<file path="config.mk">
export PLATFORM = sky130hd
export DESIGN_NAME = obi_data_req_buffer
export DESIGN_NICKNAME = d
export VERILOG_FILES = /design/src/rtl/obi_data_req_buffer.sv
export SDC_FILE = /design/constraint.sdc
export NUM_CORES = 1
export LEC_CHECK = 0
export CORE_MARGIN = 1.5
export CORE_UTILIZATION = 25
export DETAILED_ROUTE_END_ITERATION = 10
export DONT_BUFFER_PORTS = 1
export PLACE_DENSITY_LB_ADDON = 0.08
export SETUP_SLACK_MARGIN = 0.1
export SLEW_MARGIN = 20
export SYNTH_ARGS = -nofsm -noshare
export SYNTH_HDL_FRONTEND = slang
export SYNTH_SLANG_ARGS = --single-unit
export TNS_END_PERCENT = 1
</file>
<file path="constraint.sdc">
create_clock -name clk_i -period 5 [get_ports clk_i]
set_clock_uncertainty 0.15 [all_clocks]
set_input_delay 0.5 -clock clk_i [delete_from_list [all_inputs] [get_ports clk_i]]
set_output_delay 0.5 -clock clk_i [all_outputs]
set_load 0.02 [all_outputs]
</file>
<file path="src/rtl/obi_data_req_buffer.sv">
// OBI data-port request buffer: registers core requests in a small FIFO, caps
// in-flight transactions and passes in-order responses straight back.
package obi_data_req_buffer_pkg;
  typedef struct packed {
    logic        req;
    logic [31:0] addr;
    logic        we;
    logic [3:0]  be;
    logic [31:0] wdata;
  } obi_req_t;

  typedef struct packed {
    logic        gnt;
    logic        rvalid;
    logic [31:0] rdata;
  } obi_resp_t;
endpackage

module obi_data_req_buffer
  import obi_data_req_buffer_pkg::*;
#(
  parameter int DEPTH           = 2,
  parameter int MAX_OUTSTANDING = 4,
  parameter int CNT_W           = $clog2(MAX_OUTSTANDING + 1)
) (
  input  logic             clk_i,
  input  logic             rst_i,
  input  obi_req_t         slv_req_i,
  output obi_resp_t        slv_resp_o,
  output obi_req_t         mst_req_o,
  input  obi_resp_t        mst_resp_i,
  output logic [CNT_W-1:0] outstanding_o,
  output logic             idle_o,
  output logic             protocol_err_o
);
  localparam int PTR_W = (DEPTH > 1) ? $clog2(DEPTH) : 1;
  localparam int OCC_W = $clog2(DEPTH + 1);

  typedef struct packed {
    logic [31:0] addr;
    logic        we;
    logic [3:0]  be;
    logic [31:0] wdata;
  } payload_t;

  payload_t         r_mem [DEPTH];
  logic [PTR_W-1:0] r_wptr, r_rptr;
  logic [OCC_W-1:0] r_occ;
  logic [CNT_W-1:0] r_cnt;
  logic             r_err;

  logic w_full, w_empty, w_push, w_pop, w_rsp_ok, w_rsp_bad;

  // Grant is built only from registered state so bus timing never reaches the core.
  assign w_full    = (r_occ == OCC_W'(DEPTH));
  assign w_empty   = (r_occ == '0);
  assign w_push    = slv_req_i.req && !w_full && (r_cnt < CNT_W'(MAX_OUTSTANDING));
  assign w_pop     = !w_empty && mst_resp_i.gnt;
  assign w_rsp_ok  = mst_resp_i.rvalid && (r_cnt != '0);
  assign w_rsp_bad = mst_resp_i.rvalid && (r_cnt == '0);

  function automatic logic [PTR_W-1:0] ptr_inc(input logic [PTR_W-1:0] p);
    return (p == PTR_W'(DEPTH - 1)) ? '0 : p + PTR_W'(1);
  endfunction

  always_ff @(posedge clk_i) begin
    if (w_push) r_mem[r_wptr] <= '{addr: slv_req_i.addr, we: slv_req_i.we,
                                   be: slv_req_i.be, wdata: slv_req_i.wdata};
  end

  always_ff @(posedge clk_i or posedge rst_i) begin
    if (rst_i) begin
      r_wptr <= '0;
      r_rptr <= '0;
      r_occ  <= '0;
      r_cnt  <= '0;
      r_err  <= 1'b0;
    end else begin
      if (w_push) r_wptr <= ptr_inc(r_wptr);
      if (w_pop)  r_rptr <= ptr_inc(r_rptr);
      case ({w_push, w_pop})
        2'b10:   r_occ <= r_occ + OCC_W'(1);
        2'b01:   r_occ <= r_occ - OCC_W'(1);
        default: r_occ <= r_occ;
      endcase
      case ({w_push, w_rsp_ok})
        2'b10:   r_cnt <= r_cnt + CNT_W'(1);
        2'b01:   r_cnt <= r_cnt - CNT_W'(1);
        default: r_cnt <= r_cnt;
      endcase
      if (w_rsp_bad) r_err <= 1'b1;
    end
  end

  always_comb begin
    mst_req_o = '0;
    if (!w_empty) begin
      mst_req_o.req   = 1'b1;
      mst_req_o.addr  = r_mem[r_rptr].addr;
      mst_req_o.we    = r_mem[r_rptr].we;
      mst_req_o.be    = r_mem[r_rptr].be;
      mst_req_o.wdata = r_mem[r_rptr].wdata;
    end
  end

  // Spurious responses (nothing outstanding) are dropped, only flagged.
  assign slv_resp_o.gnt    = w_push;
  assign slv_resp_o.rvalid = w_rsp_ok;
  assign slv_resp_o.rdata  = mst_resp_i.rdata;

  assign outstanding_o  = r_cnt;
  assign idle_o         = (r_cnt == '0);
  assign protocol_err_o = r_err;
endmodule

</file>
# == Word level (Yosys, flattened, before mapping) ==
# Memory sizes are Yosys's and may differ from the RTL's.
# Cells that the tools add are included.
# word_totals
inputBits,106
output_inout_bits,109
regBits,8
mem_count,1
word_cells,37
ram_bits,138
# memory_table
name,words,width,read_ports,rd_ports_with_merged_regs,write_ports,line_no,source
r_mem,2,69,1,0,1,46,payload_t r_mem [DEPTH];
# classes
addsub,6
n_reduce_logical,12
muxes,7
n_eq_ne,5
order_cmp,1
# op_table
cell,n
$mux 70,1
$eq 2x2->1 const B,3
$pmux 3 s2,1
$logic_and 1x1->1,5
$eq 2x1->1 const B,2
$mux 1,4
$pmux 2 s2,1
$reduce_bool 2->1,2
$add 3x1->3 const B,1
$logic_not 3->1,1
$lt 3x3->1 const B,1
$reduce_bool 3->1,1
$sub 3x1->3 const B,1
$add 1x1->1 const B,2
$add 2x1->2 const B,1
$logic_not 1->1,2
$logic_not 2->1,1
$sub 2x1->2 const B,1

# == Logic depth before layout (Yosys ltp) ==
# Gate-level depths: netlist of run 1.
# logic_depth
word_depth,6
ltp_mapped,8
ltp_nobuf,8

# == Worst setup path before layout of run 1 ==
# No wires, ideal clock.
# synth_path
kind,register to register
startpoint,"reg r_cnt[2], in the netlist outstanding_o[2]"
endpoint,mem r_mem[0][0] (netlist name) (enable)
slack_ns,0.672
arrival_time_ns,3.681
path_buffers,0
required_ns,4.353
synth_period_minus_slack_ns,4.328
stages_incl_launch_ff,3
setup_time_ns,0.497
cell_sequence,dfrtp_1 nand3b_2 nor2_1
# synth_via
elab_chain_cells,4
# synth_rtl
element,line_no,source
from (decl),49,logic [CNT_W-1:0] r_cnt;
from (signal assigned),87,2'b10: r_cnt <= r_cnt + CNT_W'(1);
from (signal assigned),88,2'b01: r_cnt <= r_cnt - CNT_W'(1);
from (signal assigned),89,default: r_cnt <= r_cnt;
$lt 3x3->1,57,assign w_push = slv_req_i.req && !w_full && (r_cnt < CNT_W'(MAX_OUTSTANDING));
$logic_and 1x1->1,57,
$mux 1,67,"if (w_push) r_mem[r_wptr] <= '{addr: slv_req_i.addr, we: slv_req_i.we,"
$mux 1 (not written as such),67,
to (decl),46,
# No other way between the ends.

==> results of run 1 <==
==> Yosys cell counts <==
| cell | number |
|---|---|
| nand2b_1 | 1 |
| nor3_1 | 1 |
| dfrtp_1 | 8 |
| a21o_1 | 1 |
| mux2i_1 | 70 |
| xor2_1 | 4 |
| fa_1 | 1 |
| buf_6 | 2 |
| nor2_4 | 1 |
| edfxtp_1 | 138 |
| buf_4 | 41 |
| nand3b_2 | 1 |
| xnor2_1 | 4 |
| and2_1 | 1 |
| buf_2 | 6 |
| inv_1 | 6 |
| inv_2 | 1 |
| ha_1 | 2 |
| nor2_1 | 73 |
| nor2b_1 | 1 |
==> state kept, by name (all words and copies together), names as in the netlist <==
register	count
outstanding_o	3
r_rptr	1
protocol_err_o	1
r_occ	2
r_wptr	1
r_mem	138
==> layout make-up <==
type | count | area, sq um
Fill cell | 2333 | 15800
Sequential cell | 146 | 4350
Tap cell | 313 | 392
Clock inverter | 14 | 105
Clock buffer | 18 | 429
Timing Repair Buffer | 59 | 601
Multi-Input combinational cell | 161 | 1160
Inverter | 7 | 26.3
==> kinds of logic after synthesis <==
| group | synth area share, % |
|---|---|
| muxes | 11.9 |
| AOI/OAI and AO/OA | 0.128 |
| adders and majority gates | 0.767 |
| buffers and inverters | 6.58 |
| xor gates and xnor gates | 1.19 |
| DFF | 74.0 |
| and+or+nand+nor | 5.45 |
==> final timing paths <==
kind | startpoint | end | slack [ps] | depth (start not counted)
max | r_rptr | mst_req_o[35] | 1910 | 3
min | slv_req_i[61] | r_mem[0][61] | 30 | 0
max reg2reg | outstanding_o[0] | outstanding_o[2] | 2360 | 8
min reg2reg | r_occ[1] | r_occ[1] | 400 | 1
max in group asynchronous | rst_i | r_rptr | 4040 | 2
min in group asynchronous | rst_i | outstanding_o[1] | 350 | 2
==> power by group <==
part / internal [mW] / leakage (nW) / switching, mW / total, mW
clock: 0.641 / 0.257 / 0.514 / 1.15
sequential: 1.62 / 1.35 / 0.224 / 1.84
combinational: 0.392 / 0.935 / 0.981 / 1.37
total: 2.65 / 2.54 / 1.72 / 4.37
==> stage by stage <==
| step | area, sq um | setup WS, ps | power [mW] | utilization, % | cells |
|---|---|---|---|---|---|
| floorplan | 5870 | 672 | 3.03 | - | 363 |
| global placement | 5970 | 2290 | 3.24 | 26.2 | 632 |
| detailed placement | 5990 | 2230 | 3.26 | 26.2 | 633 |
| CTS | 6540 | 1780 | 4.43 | 28.6 | 666 |
| global route | 7060 | 1720 | 4.63 | 30.9 | 718 |
| finish | 7060 | 1910 | 4.37 | 30.9 | 718 |
==> metal layers <==
layer,track usage (%),up-vias
met1,10.7,1421
li1,-,1324
met4,3.95,0
met2,16.3,97
met5,0,-
met3,6.15,24
==> critical path, cell delays in order (launching register included) <==
cell and delay (ps):
dfrtp_4 1080, buf_4 430, mux2i_1 130, nor2_1 330
==> metrics.txt, run 1 <==
# TYPE chip_impl_metric gauge
chip_impl_info{name="holdCritPathClass",value="in -> reg"} 1
chip_impl_metric{name="fp.coreArea",unit="sq um"} 22800
chip_impl_metric{name="placer_congestion",unit=""} 0.659
chip_impl_metric{name="clkTransAtPathRegs",unit="ps"} 60
chip_impl_metric{name="overall_overflow_remaining_after_global_route",unit=""} 0
chip_impl_metric{name="data_arrival_time_of_the_critical_path",unit="ps"} 2440
chip_impl_metric{name="seq_total_area_yosys",unit="%"} 74.0
chip_impl_info{name="cp-end-kind",value="output port"} 1
chip_impl_metric{name="slew_of_the_pin_with_the_lowest_slew_margin",unit="ps"} 1100
chip_impl_metric{name="period_share",unit="%"} 61.7
chip_impl_metric{name="drt_wl_total",unit="mm"} 12.1
chip_impl_info{name="cts_root_buffer",value="clkbuf_16"} 1
chip_impl_info{name="synth_top_cell_by_area",value="edfxtp_1"} 1
chip_impl_metric{name="register_bit_total_from_synthesis",unit=""} 146
chip_impl_info{name="rsz0062_at_grt",value="no"} 1
chip_impl_metric{name="syn_area",unit="sq um"} 5870
chip_impl_metric{name="total_leakage_power",unit="nW"} 2.54
chip_impl_info{name="ys_top_cells_by_area",value="edfxtp_1, mux2i_1, buf_4, nor2_1, dfrtp_1"} 1
chip_impl_metric{name="grt_antenna_before_repair",unit=""} 0
chip_impl_metric{name="max_cap_viol_count",unit=""} 0
chip_impl_metric{name="vias_per_cell",unit=""} 3.99
chip_impl_metric{name="holdWs",unit="ps"} 31.5
chip_impl_metric{name="global_route_wire_length_before_repair",unit="mm"} 17.8
chip_impl_metric{name="pwr_density_cell",unit="nW/um^2"} 619
chip_impl_metric{name="critical_path_fanout_max",unit=""} 57
chip_impl_metric{name="routedWlPerCell",unit="microns"} 16.8
chip_impl_metric{name="clock_insertion_delay_worst_skew",unit="ps"} 420
chip_impl_metric{name="postSynthAreaPerCell",unit="sq um"} 16.2
chip_impl_metric{name="initial_core_util",unit="%"} 25.7
chip_impl_metric{name="die_w",unit="microns"} 156
chip_impl_metric{name="design.final.nets",unit=""} 501
chip_impl_metric{name="hold_violations",unit=""} 0
chip_impl_metric{name="grt_pass1_vias",unit=""} 2899
chip_impl_metric{name="timing.fmax",unit="MHz"} 324
chip_impl_metric{name="total_of_buffers_placed_on_input_and_output_ports",unit=""} 0
chip_impl_metric{name="cts_max_path_buffers",unit=""} 2
chip_impl_info{name="tritoncts",value="built"} 1
chip_impl_metric{name="cts_hold_buffers",unit=""} 1
chip_impl_metric{name="met3RoutedLength",unit="mm"} 1.08
chip_impl_metric{name="number_of_remaining_drc_errors",unit=""} 0
chip_impl_metric{name="grt_max_degree",unit=""} 58
chip_impl_metric{name="yosysWarnings",unit=""} 0
chip_impl_metric{name="die_area",unit="sq um"} 24400
chip_impl_metric{name="cts_h_tree_depth",unit=""} 4
chip_impl_metric{name="vias",unit=""} 2866
chip_impl_metric{name="layout-drive-gt1-share",unit="%"} 10.4
chip_impl_metric{name="timing.slew.headroom",unit="%"} 26.9
chip_impl_metric{name="drt_first_iter_violations",unit=""} 101
chip_impl_metric{name="clock_sinks",unit=""} 146
chip_impl_metric{name="global_route.usage.total",unit="%"} 10.1
chip_impl_metric{name="wirelength_met1",unit="mm"} 4.96
chip_impl_metric{name="syn_nets",unit=""} 472
chip_impl_info{name="mostFrequentLayoutCells",value="edfxtp_1, nor2_1, mux2i_1, dlygate4sd3_1, clkbuf_16"} 1
chip_impl_metric{name="totalNegativeSetupSlack",unit="ps"} 0
chip_impl_metric{name="ir_drop",unit="V"} 0.000202
chip_impl_metric{name="chipHeight",unit="microns"} 156
chip_impl_metric{name="setup_violations",unit=""} 0
chip_impl_metric{name="yosys.area.top_type_share",unit="%"} 70.5
chip_impl_metric{name="final-max-slew-violation-count",unit=""} 0
chip_impl_metric{name="placementRows",unit=""} 55
chip_impl_metric{name="area_growth",unit="%"} 20.2
chip_impl_metric{name="worst_ep_required_time",unit="ps"} 4350
chip_impl_metric{name="place.detailed.hpwl",unit="mm"} 7.54
chip_impl_metric{name="met2_wire_length",unit="mm"} 5.86
chip_impl_metric{name="post_synth_inst_count",unit=""} 363
chip_impl_metric{name="io_pins",unit=""} 215
chip_impl_metric{name="first_pass_iters",unit=""} 3
chip_impl_metric{name="drtAntennaViolNets",unit=""} 0
chip_impl_metric{name="cts_made_buffers",unit=""} 17
chip_impl_metric{name="post_cts_resize_count",unit=""} 0
chip_impl_metric{name="n_antenna_cell",unit=""} 0
chip_impl_info{name="critPathLaunchType",value="flop"} 1
chip_impl_info{name="timing.setup.critical_path_class",value="reg -> out"} 1
chip_impl_metric{name="post_cts.repair.setup_buffers",unit=""} 0
chip_impl_metric{name="post_synth_num_cell_types",unit=""} 20
chip_impl_metric{name="fin_crit",unit="ps"} 3090
chip_impl_info{name="layout.cells.most_common",value="edfxtp_1"} 1
chip_impl_info{name="top_signal_layer_used",value="met4"} 1
chip_impl_info{name="run_status",value="finished, final reports clean"} 1
No activity file was read; power rests on OpenSTA's default activity.
==> run 2: changes to the inputs <==
==> constraint.sdc (replaced) <==
create_clock -name clk_i -period 2.7 [get_ports clk_i]
set_clock_uncertainty 0.15 [all_clocks]
set_input_delay 0.27 -clock clk_i [delete_from_list [all_inputs] [get_ports clk_i]]
set_output_delay 0.27 -clock clk_i [all_outputs]
set_load 0.02 [all_outputs]
==> run 2 against run 1 <==
Compared with the run above: via count is 4.6% higher; sequential share of layout area shrank 3.2 points; sequential power up 78%; non-clock buffer count up 26; flip-flop and latch count unchanged; clock-buffer cell count is 1 lower; cell count rose by 3.5%; worst hold slack got worse by 9.3 ps; utilization is 1.7 points higher; setup slack lost 1500 ps; critical path type unchanged; combinational power increased by 110%; global-route usage up 0.61 points.
==> metrics.txt, run 2 (synthesis results as in run 1) <==
# TYPE chip_impl_metric gauge
chip_impl_metric{name="drt_wl_total",unit="mm"} 12.6
chip_impl_metric{name="placer_congestion",unit=""} 0.647
chip_impl_metric{name="largest_register_ff_count",unit=""} 138
chip_impl_info{name="cp-endpoint",value="mst_req_o[0]"} 1
chip_impl_metric{name="worst-path-buf-inv",unit=""} 1
chip_impl_metric{name="dpl_cell_area",unit="sq um"} 6070
chip_impl_metric{name="layout-drive-gt1-share",unit="%"} 11.4
chip_impl_metric{name="final-max-slew-violation-count",unit=""} 0
chip_impl_info{name="cts_root_buffer",value="clkbuf_16"} 1
chip_impl_metric{name="initial_core_util",unit="%"} 25.7
chip_impl_metric{name="dp_cells",unit=""} 640
chip_impl_metric{name="vias",unit=""} 2998
chip_impl_metric{name="clkTransAtPathRegs",unit="ps"} 60
chip_impl_metric{name="routedWlPerCell",unit="microns"} 16.9
chip_impl_metric{name="data_arrival_time_of_the_critical_path",unit="ps"} 1910
chip_impl_metric{name="pwr-share-seq",unit="%"} 37.6
chip_impl_metric{name="placementRows",unit=""} 55
chip_impl_info{name="r2r_end",value="outstanding_o[2]"} 1
chip_impl_metric{name="global_route_wire_length_before_repair",unit="mm"} 18.9
chip_impl_metric{name="power.combinational.fraction",unit="%"} 32.3
chip_impl_info{name="timing.critical_path.slowest_stage_cell",value="dfrtp_4"} 1
chip_impl_metric{name="fin_crit",unit="ps"} 2330
chip_impl_metric{name="r2r_setup_slack",unit="ps"} 570
chip_impl_metric{name="grt_antenna_before_repair",unit=""} 0
chip_impl_info{name="critPathLaunchType",value="flop"} 1
chip_impl_metric{name="max_cap_viol_count",unit=""} 0
chip_impl_info{name="layout.cells.most_common",value="edfxtp_1"} 1
chip_impl_metric{name="pwr_density_cell",unit="nW/um^2"} 1170
chip_impl_info{name="critical_path.reg2reg.startpoint",value="r_occ[0]"} 1
chip_impl_metric{name="post_cts_resize_count",unit=""} 0
chip_impl_info{name="run_status",value="finished, final reports clean"} 1
chip_impl_metric{name="global_route.usage.total",unit="%"} 10.7
chip_impl_metric{name="drt_first_iter_violations",unit=""} 136
chip_impl_metric{name="post_cts.repair.setup_buffers",unit=""} 0
chip_impl_metric{name="area_growth",unit="%"} 26.7
chip_impl_metric{name="stdcell_area",unit="sq um"} 7440
chip_impl_info{name="holdCritPathClass",value="in -> reg"} 1
chip_impl_metric{name="number_of_remaining_drc_errors",unit=""} 0
chip_impl_metric{name="clock_insertion_delay_worst_skew",unit="ps"} 410
chip_impl_info{name="mostFrequentLayoutCells",value="edfxtp_1, dlygate4sd3_1, nor2_1, mux2i_1, clkbuf_16"} 1
chip_impl_metric{name="timing.slew.headroom",unit="%"} 63.8
chip_impl_metric{name="critical_path_cell_count",unit=""} 3
chip_impl_metric{name="period_share",unit="%"} 86.3
chip_impl_metric{name="place.detailed.hpwl",unit="mm"} 7.82
chip_impl_metric{name="p_int",unit="mW"} 5.47
chip_impl_metric{name="chipHeight",unit="microns"} 156
chip_impl_info{name="crit_chain",value="buf_12, mux2i_1, nor2_1"} 1
chip_impl_metric{name="hold_violations",unit=""} 0
chip_impl_info{name="cp_top_family",value="flip-flops"} 1
chip_impl_metric{name="final.fill_count",unit=""} 2309
chip_impl_metric{name="p_switching",unit="mW"} 3.25
chip_impl_metric{name="vias_per_cell",unit=""} 4.03
chip_impl_metric{name="layout.core_utilization",unit="%"} 32.6
chip_impl_metric{name="first_pass_iters",unit=""} 4
chip_impl_metric{name="clock_sinks",unit=""} 146
chip_impl_metric{name="ir_drop",unit="V"} 0.000421
chip_impl_info{name="tritoncts",value="built"} 1
chip_impl_metric{name="die_w",unit="microns"} 156
chip_impl_metric{name="grt_max_degree",unit=""} 54
chip_impl_metric{name="critical_path_fanout_max",unit=""} 25
chip_impl_metric{name="worst_r2r_path_depth",unit=""} 8
chip_impl_metric{name="io_pins",unit=""} 215
chip_impl_metric{name="grt_pass1_vias",unit=""} 3283
chip_impl_metric{name="total_leakage_power",unit="nW"} 2.72
chip_impl_metric{name="layoutNonFillerInstCount",unit=""} 743
chip_impl_metric{name="total_of_buffers_placed_on_input_and_output_ports",unit=""} 0
chip_impl_info{name="rsz0062_at_grt",value="no"} 1
chip_impl_info{name="worst_setup_path_startpoint",value="r_rptr"} 1
chip_impl_metric{name="timing.fmax",unit="MHz"} 429
chip_impl_metric{name="slew_of_the_pin_with_the_lowest_slew_margin",unit="ps"} 541
chip_impl_metric{name="setup_violations",unit=""} 0
chip_impl_metric{name="clock_power_share",unit="%"} 30.1
chip_impl_metric{name="design.final.nets",unit=""} 527
chip_impl_metric{name="worst_ep_required_time",unit="ps"} 2280
chip_impl_metric{name="die_area",unit="sq um"} 24400
chip_impl_info{name="max_flop_register",value="r_mem"} 1
chip_impl_metric{name="overall_overflow_remaining_after_global_route",unit=""} 0
chip_impl_metric{name="n_antenna_cell",unit=""} 0
chip_impl_metric{name="cp_slowest_stage_delay",unit="ps"} 750
chip_impl_info{name="timing.setup.critical_path_class",value="reg -> out"} 1
chip_impl_metric{name="fp.coreArea",unit="sq um"} 22800
chip_impl_metric{name="drtAntennaViolNets",unit=""} 0
chip_impl_metric{name="cts_h_tree_depth",unit=""} 4
chip_impl_metric{name="sw_frac_of_total",unit="%"} 37.3
chip_impl_info{name="cp-end-kind",value="output port"} 1
chip_impl_metric{name="cts_max_path_buffers",unit=""} 2
chip_impl_metric{name="cts_made_buffers",unit=""} 17
==> run 2: cell count changes in the layout (fill, tap and decap cells not counted) <==
cell	change
dlygate4sd3_1	+19
buf_4	+5
bufinv_16	+5
clkinv_2	-3
buf_12	+2
clkinvlp_4	-2
clkbuf_1	-1
clkinv_4	+1
inv_6	-1
==> run 2: timing repair <==
action                                 in CTS  in global routing
setup endpoints to repair                   0                  0
endpoints found under the hold margin     148                  0
hold buffers                               72                  0
==> run 2: power by group through the flow <==
stage	registers [mW]	clock network, mW	logic [mW]
floorplan	3.21	0	2.38
global placement	3.33	0	2.83
detailed placement	3.35	0	2.82
CTS	3.30	2.71	2.93
global route	3.34	2.79	3.08
finish	3.28	2.62	2.82
==> run 2: worst min path at each step <==
stage | to | start | cells after the start
2_1_floorplan | outstanding_o[0] | rst_i | 1
3_3_place_gp | outstanding_o[1] | rst_i | 1
3_5_place_dp | outstanding_o[1] | rst_i | 1
4_1_cts | r_wptr | slv_req_i[69] | 2
5_1_grt | r_wptr | slv_req_i[69] | 2
6_report | r_wptr | slv_req_i[69] | 2
==> run 2: layer usage <==
layer	vias up	wire length, microns	GRT usage, %
met4	0	220	4.67
li1	1381	-	-
met5	-	0	0
met2	112	6070	17.2
met1	1472	5380	12.3
met3	33	921	4.82
==> run 2: area by class of cell <==
class / count / area (sq um) / area share, %
tap: 313 / 392 / 5.26
inverter: 7 / 26.3 / 0.353
timing repair buffer: 85 / 868 / 11.7
sequential: 146 / 4350 / 58.4
clock inverter: 14 / 225 / 3.03
clock buffer: 17 / 425 / 5.72
multi-input combinational: 161 / 1160 / 15.6
==> run 2: worst register-to-register path, stage by stage, from the launching register on <==
cell	delay, ps
dfrtp_1	440
nand2b_1	180
nand3b_2	220
ha_1	220
inv_1	60
fa_1	370
xor2_1	150
nor2_1	110
xor2_1	150
==> run 2: through the flow <==
step                worst slack, ps  power (mW)  TNS, ps  hold WS, ps
floorplan                      -481        5.59   -66430        -64.3
global placement                578        6.16        0         1.64
detailed placement              552        6.17        0         9.82
CTS                             271        8.94        0         1.13
global route                    215        9.21        0         43.8
finish                          371        8.72        0         22.3
==> run 3: changes to the inputs <==
--- a/config.mk
+++ b/config.mk
@@ -5,12 +5,11 @@
 export SDC_FILE = /design/constraint.sdc
 export NUM_CORES = 1
 export LEC_CHECK = 0
-export CORE_MARGIN = 1.5
 export CORE_UTILIZATION = 25
 export DETAILED_ROUTE_END_ITERATION = 10
 export DONT_BUFFER_PORTS = 1
 export PLACE_DENSITY_LB_ADDON = 0.08
-export SETUP_SLACK_MARGIN = 0.1
+export SETUP_SLACK_MARGIN = 0.02
 export SLEW_MARGIN = 20
 export SYNTH_ARGS = -nofsm -noshare
 export SYNTH_HDL_FRONTEND = slang
==> run 3 against run 2 <==
Compared with the run above: non-clock buffer count down 2; register-to-register slack about the same; sequential power down 2%; sequential share of layout area up 0.36 points; die area down 1.3%; critical path depth unchanged; critical path type unchanged.
==> metrics.txt, run 3 (synthesis results as in run 1) <==
# TYPE chip_impl_metric gauge
chip_impl_metric{name="number_of_remaining_drc_errors",unit=""} 0
chip_impl_metric{name="first_pass_iters",unit=""} 4
chip_impl_info{name="timing.setup.critical_path_class",value="reg -> out"} 1
chip_impl_info{name="cts_root_buffer",value="clkbuf_16"} 1
chip_impl_metric{name="chipHeight",unit="microns"} 155
chip_impl_metric{name="clock_insertion_delay_worst_skew",unit="ps"} 410
chip_impl_metric{name="fp.coreArea",unit="sq um"} 22800
chip_impl_metric{name="area_growth",unit="%"} 25.9
chip_impl_metric{name="cts_h_tree_depth",unit=""} 4
chip_impl_metric{name="total_leakage_power",unit="nW"} 2.69
chip_impl_metric{name="grt_antenna_before_repair",unit=""} 0
chip_impl_metric{name="routedWlPerCell",unit="microns"} 16.2
chip_impl_metric{name="placer_congestion",unit=""} 0.663
chip_impl_metric{name="data_arrival_time_of_the_critical_path",unit="ps"} 1820
chip_impl_metric{name="final-max-slew-violation-count",unit=""} 0
chip_impl_metric{name="initial_core_util",unit="%"} 25.7
chip_impl_metric{name="global_route_wire_length_before_repair",unit="mm"} 18.1
chip_impl_metric{name="cp_slowest_stage_delay",unit="ps"} 600
chip_impl_metric{name="cts_hold_buffers",unit=""} 72
chip_impl_metric{name="layoutNonFillerInstCount",unit=""} 742
chip_impl_metric{name="drt_wl_total",unit="mm"} 12.0
chip_impl_metric{name="placementRows",unit=""} 55
chip_impl_info{name="run_status",value="finished, final reports clean"} 1
chip_impl_metric{name="ir_drop",unit="V"} 0.000396
chip_impl_metric{name="holdWs",unit="ps"} 35.1
chip_impl_metric{name="cts_max_path_buffers",unit=""} 2
chip_impl_info{name="max_flop_register",value="r_mem"} 1
chip_impl_metric{name="die_w",unit="microns"} 155
chip_impl_metric{name="fin_crit",unit="ps"} 2240
chip_impl_metric{name="n_antenna_cell",unit=""} 0
chip_impl_metric{name="place.detailed.hpwl",unit="mm"} 7.35
chip_impl_metric{name="dp_cells",unit=""} 638
chip_impl_metric{name="setup_violations",unit=""} 0
chip_impl_metric{name="hold_violations",unit=""} 0
chip_impl_metric{name="grt_max_degree",unit=""} 43
chip_impl_metric{name="grt_pass1_vias",unit=""} 3251
chip_impl_metric{name="slew_of_the_pin_with_the_lowest_slew_margin",unit="ps"} 477
chip_impl_info{name="timing.critical_path.slowest_stage_cell",value="dfrtp_4"} 1
chip_impl_metric{name="total_of_buffers_placed_on_input_and_output_ports",unit=""} 0
chip_impl_metric{name="layout-drive-gt1-share",unit="%"} 10.7
chip_impl_metric{name="global_route.usage.total",unit="%"} 10.3
chip_impl_metric{name="layout.core_utilization",unit="%"} 32.4
chip_impl_metric{name="post_cts_resize_count",unit=""} 0
chip_impl_metric{name="clock_sinks",unit=""} 146
chip_impl_metric{name="max_cap_viol_count",unit=""} 0
chip_impl_metric{name="overall_overflow_remaining_after_global_route",unit=""} 0
chip_impl_metric{name="critical_path_fanout_max",unit=""} 27
chip_impl_metric{name="drtAntennaViolNets",unit=""} 0
chip_impl_info{name="holdCritPathClass",value="in -> reg"} 1
chip_impl_info{name="critPathLaunchType",value="flop"} 1
chip_impl_metric{name="pwr_density_cell",unit="nW/um^2"} 1150
chip_impl_metric{name="period_share",unit="%"} 82.8
chip_impl_info{name="cp-end-kind",value="output port"} 1
chip_impl_info{name="tritoncts",value="built"} 1
chip_impl_metric{name="drt_first_iter_violations",unit=""} 91
chip_impl_info{name="rsz0062_at_grt",value="no"} 1
chip_impl_metric{name="vias",unit=""} 2952
chip_impl_info{name="crit_chain",value="buf_12, mux2i_1, nor2_1"} 1
chip_impl_metric{name="clkTransAtPathRegs",unit="ps"} 60
chip_impl_metric{name="design.final.nets",unit=""} 525
chip_impl_metric{name="die_area",unit="sq um"} 24100
chip_impl_metric{name="cts_made_buffers",unit=""} 17
chip_impl_info{name="mostFrequentLayoutCells",value="edfxtp_1, dlygate4sd3_1, nor2_1, mux2i_1, clkbuf_16"} 1
chip_impl_metric{name="final.fill_count",unit=""} 2284
chip_impl_metric{name="io_pins",unit=""} 215
chip_impl_metric{name="vias_per_cell",unit=""} 3.98
chip_impl_metric{name="timing.slew.headroom",unit="%"} 68.1
chip_impl_metric{name="largest_register_ff_count",unit=""} 138
chip_impl_metric{name="worst_ep_required_time",unit="ps"} 2280
chip_impl_info{name="layout.cells.most_common",value="edfxtp_1"} 1
chip_impl_metric{name="post_cts.repair.setup_buffers",unit=""} 0
chip_impl_metric{name="timing.fmax",unit="MHz"} 447
## run 3: per-layer routing
layer	global-route usage, %	routed length, microns
met3	4.76	1050
met1	11.2	4930
met4	4.86	255
met5	0	0
met2	16.9	5770
## run 3: worst max-delay path: cells and delay by family, from the launching register on
| family | cells | cell delay, ps |
|---|---|---|
| flops | 1 | 600 |
| buf+inv | 1 | 280 |
| simple gates | 1 | 390 |
| mux | 1 | 120 |
## run 3: area by class of cell
cell class / instances / area (sq um) / area share (%)
Multi-Input combinational cell: 161 / 1160 / 15.7
Clock buffer: 18 / 429 / 5.80
Tap cell: 313 / 392 / 5.29
Clock inverter: 14 / 179 / 2.42
Sequential cell: 146 / 4350 / 58.8
Inverter: 7 / 26.3 / 0.355
Timing Repair Buffer: 83 / 866 / 11.7
## run 3: path summary, 6_finish.rpt
check,start,to,slack [ps],depth (start not counted)
worst max-delay path,r_rptr,mst_req_o[42],460,3
worst max register to register,r_occ[0],outstanding_o[2],560,8
worst min-delay path,slv_req_i[69],r_wptr,40,2
max in group asynchronous,rst_i,r_rptr,2010,2
worst min register to register,r_wptr,r_wptr,400,1
min in group asynchronous,rst_i,protocol_err_o,110,2
## run 3: through the flow
stage	setup WS (ps)	power, mW	cell area [sq um]	setup TNS, ps
floorplan	-481	5.59	5880	-66430
global placement	580	6.13	6070	0
detailed placement	571	6.14	6070	0
CTS	368	8.72	7400	0
global route	340	8.98	7400	0
finish	464	8.51	7400	0
## run 3: power by group
part	switching (mW)	internal, mW
Sequential	0.235	3.00
Clock	0.961	1.47
Combinational	2.03	0.823
